$ cat src/rtl/fence_sequencer.sv
// Dispatch-stage FENCE / FENCE.I sequencer.
// Holds dispatch, drains memory queues, optionally flushes I-cache, then acks.
module fence_sequencer #(
  parameter int LU_DP      = 4,
  parameter int SETTLE_CYC = 2,
  parameter int STAT_W     = 32
) (
  input  logic              CLK,
  input  logic              RST,
  input  logic              fence_req,
  input  logic              fence_i,
  input  logic [3:0]        fence_pred,
  input  logic [3:0]        fence_succ,
  input  logic              su_fifo_empty,
  input  logic [LU_DP-1:0]  lu_buffer_malloc,
  input  logic              flush,
  input  logic              icache_flush_ack,
  output logic              fence_ack,
  output logic              dispat_hold,
  output logic              icache_flush_req,
  output logic [STAT_W-1:0] stall_cycles
);

  typedef enum logic [2:0] {
    IDLE,
    DRAIN,
    SETTLE,
    IFLUSH,
    ACK
  } state_t;

  state_t              r_state;
  state_t              w_state_n;
  logic                r_fence_i;
  logic                r_wait_su;
  logic                r_wait_lu;
  logic                r_abort_pend;
  logic [3:0]          r_cnt;
  logic [STAT_W-1:0]   r_stall;
  logic                w_wait_su;
  logic                w_wait_lu;
  logic                w_done;
  logic                w_accept;

  assign w_wait_su = fence_i |
    ((fence_pred[2] | fence_pred[0]) & (|fence_succ));
  assign w_wait_lu = fence_i |
    ((fence_pred[3] | fence_pred[1]) & (|fence_succ));
  assign w_done = (~r_wait_su | su_fifo_empty) &
                  (~r_wait_lu | ~(|lu_buffer_malloc));
  assign w_accept = fence_req & ~flush;

  always_ff @(posedge CLK or posedge RST) begin
    if (RST) r_state <= IDLE;
    else     r_state <= w_state_n;
  end

  always_comb begin
    w_state_n = r_state;
    unique case (r_state)
      IDLE: begin
        if (w_accept) begin
          if (w_wait_su | w_wait_lu) w_state_n = DRAIN;
          else if (fence_i)          w_state_n = IFLUSH;
          else                       w_state_n = ACK;
        end
      end
      DRAIN: begin
        if (flush)       w_state_n = IDLE;
        else if (w_done) w_state_n = SETTLE;
      end
      SETTLE: begin
        if (flush)            w_state_n = IDLE;
        else if (!w_done)     w_state_n = DRAIN;
        else if (r_cnt == '0) w_state_n = r_fence_i ? IFLUSH : ACK;
      end
      // A flush here cannot cancel the I-cache request; it only
      // turns the eventual ack into a silent return to IDLE.
      IFLUSH: begin
        if (icache_flush_ack)
          w_state_n = (r_abort_pend | flush) ? IDLE : ACK;
      end
      ACK:     w_state_n = IDLE;
      default: w_state_n = IDLE;
    endcase
  end

  always_ff @(posedge CLK or posedge RST) begin
    if (RST) begin
      r_fence_i    <= 1'b0;
      r_wait_su    <= 1'b0;
      r_wait_lu    <= 1'b0;
      r_abort_pend <= 1'b0;
      r_cnt        <= '0;
      r_stall      <= '0;
    end else begin
      if (r_state == IDLE && w_accept) begin
        r_fence_i <= fence_i;
        r_wait_su <= w_wait_su;
        r_wait_lu <= w_wait_lu;
      end
      if (w_state_n == IDLE)
        r_abort_pend <= 1'b0;
      else if (r_state == IFLUSH && flush)
        r_abort_pend <= 1'b1;
      if (r_state == DRAIN && w_state_n == SETTLE)
        r_cnt <= 4'(SETTLE_CYC - 1);
      else if (r_state == SETTLE && w_state_n == SETTLE)
        r_cnt <= r_cnt - 4'd1;
      if (r_state != IDLE)
        r_stall <= r_stall + STAT_W'(1);
    end
  end

  assign fence_ack        = (r_state == ACK) & ~flush;
  assign dispat_hold      = (r_state != IDLE);
  assign icache_flush_req = (r_state == IFLUSH);
  assign stall_cycles     = r_stall;

endmodule

$ cat config.mk
export PLATFORM = sky130hd
export DESIGN_NAME = fence_sequencer
export DESIGN_NICKNAME = d
export VERILOG_FILES = /design/src/rtl/fence_sequencer.sv
export SDC_FILE = /design/constraint.sdc
export NUM_CORES = 1
export LEC_CHECK = 0
export ABC_AREA = 1
export BUFFER_PORTS_ARGS = -buffer_cell sky130_fd_sc_hd__buf_2
export CAP_MARGIN = 20
export CORE_MARGIN = 2
export CORE_UTILIZATION = 32
export CTS_BUF_LIST = sky130_fd_sc_hd__clkbuf_2
export DETAILED_ROUTE_END_ITERATION = 10
export SKIP_LAST_GASP = 1
export SYNTH_ARGS = -nofsm -noshare
export SYNTH_HDL_FRONTEND = slang
export SYNTH_SLANG_ARGS = --single-unit
$ cat constraint.sdc
create_clock -name CLK -period 1.4 [get_ports CLK]
set_input_delay 0.28 -clock CLK [delete_from_list [all_inputs] [get_ports CLK]]
set_output_delay 0.28 -clock CLK [all_outputs]
set_load 0.03 [all_outputs]
==> impl_metrics.tcl, run 1 <==
set metrics [dict create \
    core_area_um2 8090 \
    cp-start-kind "flip-flop" \
    dr.pass1.iters 6 \
    setup_viol 58 \
    final_area_um2 4690 \
    layout_commonest_cell "buf_4" \
    rows 33 \
    r2r-end "stall_cycles[26]$_DFFE_PP0N_" \
    violations "negative setup slack" \
    cts_buffer_depth 2 \
    period_needed_ns 1.81 \
    synth_top_area_cell "dfrtp_1" \
    netlist_top_cells_area "dfrtp_1 (41%), nand2_1 (13%), inv_1 (7.0%)" \
    cpMaxStageDelayCell "dfrtp_1" \
    grt_overflow 0 \
    setup_ws_ns -0.414 \
    power_density_nw_per_um2 909 \
    dp_slack_ns -0.132 \
    hold-path-endpoint "r_fence_i$_DFFE_PP0P_" \
    synth_cell_type_count 34 \
    synth_seq_area_share 0.408 \
    timing.rr.start "r_state[1]$_DFF_PP0_" \
    r2r_cells 13 \
    crit_family "flip-flops" \
    drc 0 \
    ios 54 \
    peakVddDrop_mv 0.844 \
    root_buffer "clkbuf_2" \
    antenna_cells 0 \
    cp-end-kind "output pin" \
    numPortBuffers 53 \
    fillers 727 \
    critPathKind "reg2out" \
    routabilityCongestion 0.852 \
    cts_made_buffers 5 \
    finalNetCount 536 \
    via_per_inst 4.49 \
    rsz0062_at_grt "true" \
    syn_area_um2 2640 \
    path_cells "buf_6, nor4_4, buf_4" \
    layout_common_cells "buf_4 (87), nand2_1 (77), buf_6 (61)" \
    drive_gt1_frac 0.573 \
    synthToLayoutAreaGrowth_pct 78.0 \
    synth_nets 357 \
    drtAntennaViolNets 0 \
    rrSetupSlack_ns -0.28 \
    htreeDepth 2 \
    hp-class "in2reg" \
    grt_use_total 0.171 \
    vias 2786 \
    power.leakage_nw 2.52 \
    wirelength_um 7610 \
    grt_pass1_vias 2725 \
    clock-sinks 43 \
    final_util 0.579 \
    grt_max_degree 18 \
    worst_pin_slew_ns 0.604 \
    synth-edff-count 0 \
    hpwl_um 5100 \
    critical-path-max-stage-delay_ns 0.47 \
    start_util 0.326 \
    holdPathStages 3 \
    dpl_cell_area_um2 3610 \
    die_h_um 94.7 \
    relSlewSlack 0.595 \
    synthCells 335 \
    synth-seq-cells 43 \
    antenna_found_initial 0 \
    cp_data_arrival_time_ns 1.53 \
    syn_avg_cell_area_um2 7.87 \
    status "finished, violations left" \
    fp.dieW_um 94.7 \
    drv_cap 0 \
    worstSkewPairLatency_ns 0.46 \
    cts_tree "done" \
    yosysWarnings 0 \
    crit_buf_inv 2 \
    synth-main-ff-cell "dfrtp_1" \
    hold_ws_ns 0.0723 \
    cp_max_fo 3 \
    critPathRequiredTime_ns 1.12 \
    slew_viol_final 0 \
    async_flop_share 1.00 \
    fin_crit_sh 1.30 \
    hold_viol 0 \
    dr.first_iter.drc_count 80 \
    synth_top_area_frac 0.408 \
    fp.dieArea_um2 8980 \
    hp-start "fence_i" \
    timing.fmax_mhz 551 \
    clk_pin_slew_ns 0.23 \
    wire_per_inst_um 12.3 \
    grt_pass1_wl_um 12000 \
    finalPower_mw 4.26 \
    skew_ns 0.0610 \
]
-- through the flow --
step	TNS (ns)	std cells
floorplan	-0.968	335
global placement	-0.973	556
detailed placement	-1.54	556
CTS	-4.50	600
global route	-13.51	620
finish	-8.09	620
-- registers in the layout, indices dropped and copies added (netlist names) --
signal,flops
r_wait_lu,1
r_abort_pend,1
r_fence_i,1
r_state,3
r_wait_su,1
r_cnt,4
stall_cycles,32
-- final cells by class --
type                            count  area [µm²]  area share
Multi-Input combinational cell    236        1650       0.351
Inverter                           55         219      0.0467
Tap cell                          105         131      0.0280
Sequential cell                    43        1110       0.236
Clock buffer                        6        30.0     0.00640
Timing Repair Buffer              173        1550       0.330
Clock inverter                      2        8.76     0.00187
-- timing repair --
item,in CTS,in global routing
gates cloned,0,0
endpoints found under the setup margin,55,72
hold buffers,1,0
resized for setup,96,82
pin swaps,14,31
hold endpoints to repair,12,0
buffers inserted,36,20
-- synthesized netlist by cell type, types with 2 or more instances --
cell type,instances
nand3_2,2
nand3_4,2
xnor2_1,8
or2_2,3
a21oi_1,5
nand3b_1,2
nand2_1,92
xor2_1,17
nor3_1,11
dfrtp_1,43
nand2_2,4
inv_2,5
nor2_8,2
inv_1,49
nand4_1,6
nand2_4,4
o21ai_0,3
nor2_1,33
nand3_1,20
ha_1,3
nor2_4,5
nor2_2,2
nor3_4,3
-- kinds of logic after synthesis --
kind of cell | after synthesis | share of synthesized area
AO/OA/AOI/OAI | 13 | 0.0323
XOR/XNOR | 25 | 0.0831
adder cells (fa/ha/maj) | 3 | 0.0142
buffers and inverters | 56 | 0.0812
flip-flops | 43 | 0.408
AND/OR/NAND/NOR | 195 | 0.381
-- per-layer routing --
layer / GRT usage / routed length, µm / vias to the layer above
met5: 0 / 0 / -
met4: 0.0411 / 82 / 0
met3: 0.0487 / 307 / 8
met2: 0.319 / 4250 / 68
met1: 0.192 / 2970 / 1321
li1: - / - / 1389
-- worst max path at each step --
| stage | startpoint | endpoint | slack (ns) | cells past startpoint |
|---|---|---|---|---|
| floorplan | stall_cycles[0]$_DFFE_PP0N_ | stall_cycles[24]$_DFFE_PP0N_ | -0.20 | 10 |
| global placement | stall_cycles[0]$_DFFE_PP0N_ | stall_cycles[24]$_DFFE_PP0N_ | -0.08 | 10 |
| global route | r_state[1]$_DFF_PP0_ | fence_ack | -0.52 | 3 |
| detailed placement | stall_cycles[0]$_DFFE_PP0N_ | stall_cycles[26]$_DFFE_PP0N_ | -0.13 | 11 |
| finish | r_state[1]$_DFF_PP0_ | fence_ack | -0.41 | 3 |
| CTS | r_state[0]$_DFF_PP0_ | fence_ack | -0.40 | 3 |
-- power by group --
| part | internal, mW | switching (mW) | total (mW) |
|---|---|---|---|
| Combinational | 1.09 | 0.990 | 2.08 |
| Sequential | 1.42 | 0.200 | 1.62 |
| Clock | 0.122 | 0.443 | 0.565 |
| Total | 2.63 | 1.63 | 4.26 |
-- worst register-to-register path, delay by kind of cell, from the launching register on --
kind	cells	cell delay (ns)
buffers and inverters	5	0.49
AND/OR/NAND/NOR	8	0.69
flip-flops	1	0.46
(Power assumes the default switching activity.)
==> run 2, diff against run 1 <==
- CELL_PAD_IN_SITES_DETAIL_PLACEMENT: default -> 1
- CELL_PAD_IN_SITES_GLOBAL_PLACEMENT: default -> 1
- MAX_ROUTING_LAYER: default -> met4
- PLACE_DENSITY_LB_ADDON: default -> 0.1
- clock period: 1.4 -> 1.6 ns (I/O delays scaled with it)
==> run 2 against run 1 <==
Effect of this change: the flow still finishes with violations (negative setup slack); largest cell class unchanged; register-to-register slack better by 0.27 ns; sequential share of layout area increased by 5.0 points; worst setup slack improved by 0.24 ns; critical path type unchanged; die area did not move; first-iteration DRC count fell by 14%; via count is 8.9% lower; critical path depth did not move; combinational power down 35%; critical endpoint unchanged.
==> impl_metrics.tcl, run 2 (same netlist as run 1, synthesis figures left out) <==
set metrics [dict create \
    hold_ws_ns 0.130 \
    hp-class "in2reg" \
    hpwl_um 5800 \
    status "finished, violations left" \
    core_area_um2 8090 \
    numPortBuffers 53 \
    clock-sinks 43 \
    p_sw_mw 1.33 \
    cp-start-kind "flip-flop" \
    drv_cap 0 \
    largest_reg_flops 32 \
    rows 33 \
    synthToLayoutAreaGrowth_pct 43.8 \
    wirelength_um 7520 \
    worst_pin_slew_ns 0.310 \
    p_comb_frac 0.418 \
    cts_tree "done" \
    fp.dieArea_um2 8980 \
    fin_crit_sh 1.11 \
    cp_max_fo 3 \
    grt_use_total 0.181 \
    antenna_cells 0 \
    ios 54 \
    cp-end-kind "output pin" \
    drc 0 \
    power_density_nw_per_um2 861 \
    layout_commonest_cell "nand2_1" \
    setup_viol 5 \
    dpl_cell_area_um2 3290 \
    finalPower_mw 3.26 \
    drtAntennaViolNets 0 \
    vias 2538 \
    cp_data_arrival_time_ns 1.46 \
    die_h_um 94.7 \
    p_int_mw 1.93 \
    antenna_found_initial 0 \
    layout_common_cells "nand2_1 (89), buf_4 (57), inv_1 (46), buf_2 (46), dfrtp_1 (36)" \
    start_util 0.326 \
    root_buffer "clkbuf_2" \
    drive_gt1_frac 0.419 \
    wire_per_inst_um 13.3 \
    violations "negative setup slack" \
    power.leakage_nw 2.07 \
    grt_pass1_vias 2605 \
    worstSkewPairLatency_ns 0.43 \
    htreeDepth 2 \
    grt_pass1_wl_um 12300 \
    routabilityCongestion 0.870 \
    slew_viol_final 0 \
    setup_ws_ns -0.178 \
    clk_pin_slew_ns 0.25 \
    cts_buffer_depth 2 \
    critPathKind "reg2out" \
    pwr-share-clk 0.153 \
    skew_ns 0.0232 \
    timing.fmax_mhz 562 \
    dr.first_iter.drc_count 69 \
    hold_viol 0 \
    grt_overflow 0 \
    period_needed_ns 1.78 \
    dp_slack_ns -0.0597 \
    final_util 0.468 \
    swShare 0.407 \
    fp.dieW_um 94.7 \
    critPathRequiredTime_ns 1.28 \
    relSlewSlack 0.792 \
    finalNetCount 479 \
    seq_power_share 0.429 \
    final_area_um2 3790 \
    cts_made_buffers 5 \
    grt_max_degree 20 \
    rsz0062_at_grt "true" \
    via_per_inst 4.51 \
    dr.pass1.iters 4 \
    peakVddDrop_mv 0.477 \
]
==> run 2: power by group through the flow <==
| stage | Sequential (mW) | Combinational, mW | Clock (mW) |
|---|---|---|---|
| 3_3_place_gp | 1.40 | 1.09 | 0 |
| 2_1_floorplan | 1.54 | 0.590 | 0 |
| 4_1_cts | 1.38 | 1.22 | 0.534 |
| 5_1_grt | 1.42 | 1.55 | 0.568 |
| 3_5_place_dp | 1.40 | 1.11 | 0 |
| 6_report | 1.40 | 1.36 | 0.499 |
==> run 2: worst paths after layout <==
| path | start | to | slack [ns] | depth (start not counted) |
|---|---|---|---|---|
| worst min register to register | stall_cycles[6]$_DFFE_PP0N_ | stall_cycles[6]$_DFFE_PP0N_ | 0.53 | 1 |
| min in group asynchronous | RST | stall_cycles[18]$_DFFE_PP0N_ | 0.31 | 3 |
| worst max register to register | stall_cycles[1]$_DFFE_PP0N_ | stall_cycles[24]$_DFFE_PP0N_ | -0.01 | 10 |
| max in group asynchronous | RST | r_abort_pend$_DFFE_PP0P_ | 0.85 | 4 |
| worst min-delay path | fence_i | r_fence_i$_DFFE_PP0P_ | 0.13 | 3 |
| worst max-delay path | r_state[1]$_DFF_PP0_ | fence_ack | -0.18 | 3 |
==> run 2: area by class of cell <==
cell class / instances / area [µm²]
multi-input combinational: 236 / 1500
inverter: 55 / 211
fill: 1035 / 4300
timing repair buffer: 116 / 812
tap: 105 / 131
sequential: 43 / 1080
clock buffer: 5 / 25.0
clock inverter: 3 / 20.0
==> run 2: critical path: stages (launching register included) <==
cell	delay [ns]
dfrtp_2	0.48
buf_6	0.13
nor4_4	0.23
buf_4	0.19
==> run 2: metal layers <==
metal,track usage,vias up,wire length [µm]
met1,0.239,1220,3710
met4,0.0399,0,58
met3,0.0287,6,198
met5,-,-,0
met2,0.293,34,3550
li1,-,1278,-
==> run 2: repair_timing <==
item / CTS / global route
setup buffers: 11 / 23
hold buffers: 1 / 0
endpoints found under the setup margin: 7 / 29
resized for setup: 24 / 37
pin swaps: 8 / 14
hold endpoints to repair: 30 / 0
==> run 2: metrics by stage <==
| step | setup TNS [ns] | instances |
|---|---|---|
| 6_report | -0.514 | 563 |
| 4_1_cts | -0.609 | 541 |
| 2_1_floorplan | -0.0187 | 335 |
| 5_1_grt | -1.37 | 563 |
| 3_3_place_gp | 0 | 522 |
| 3_5_place_dp | -0.194 | 522 |
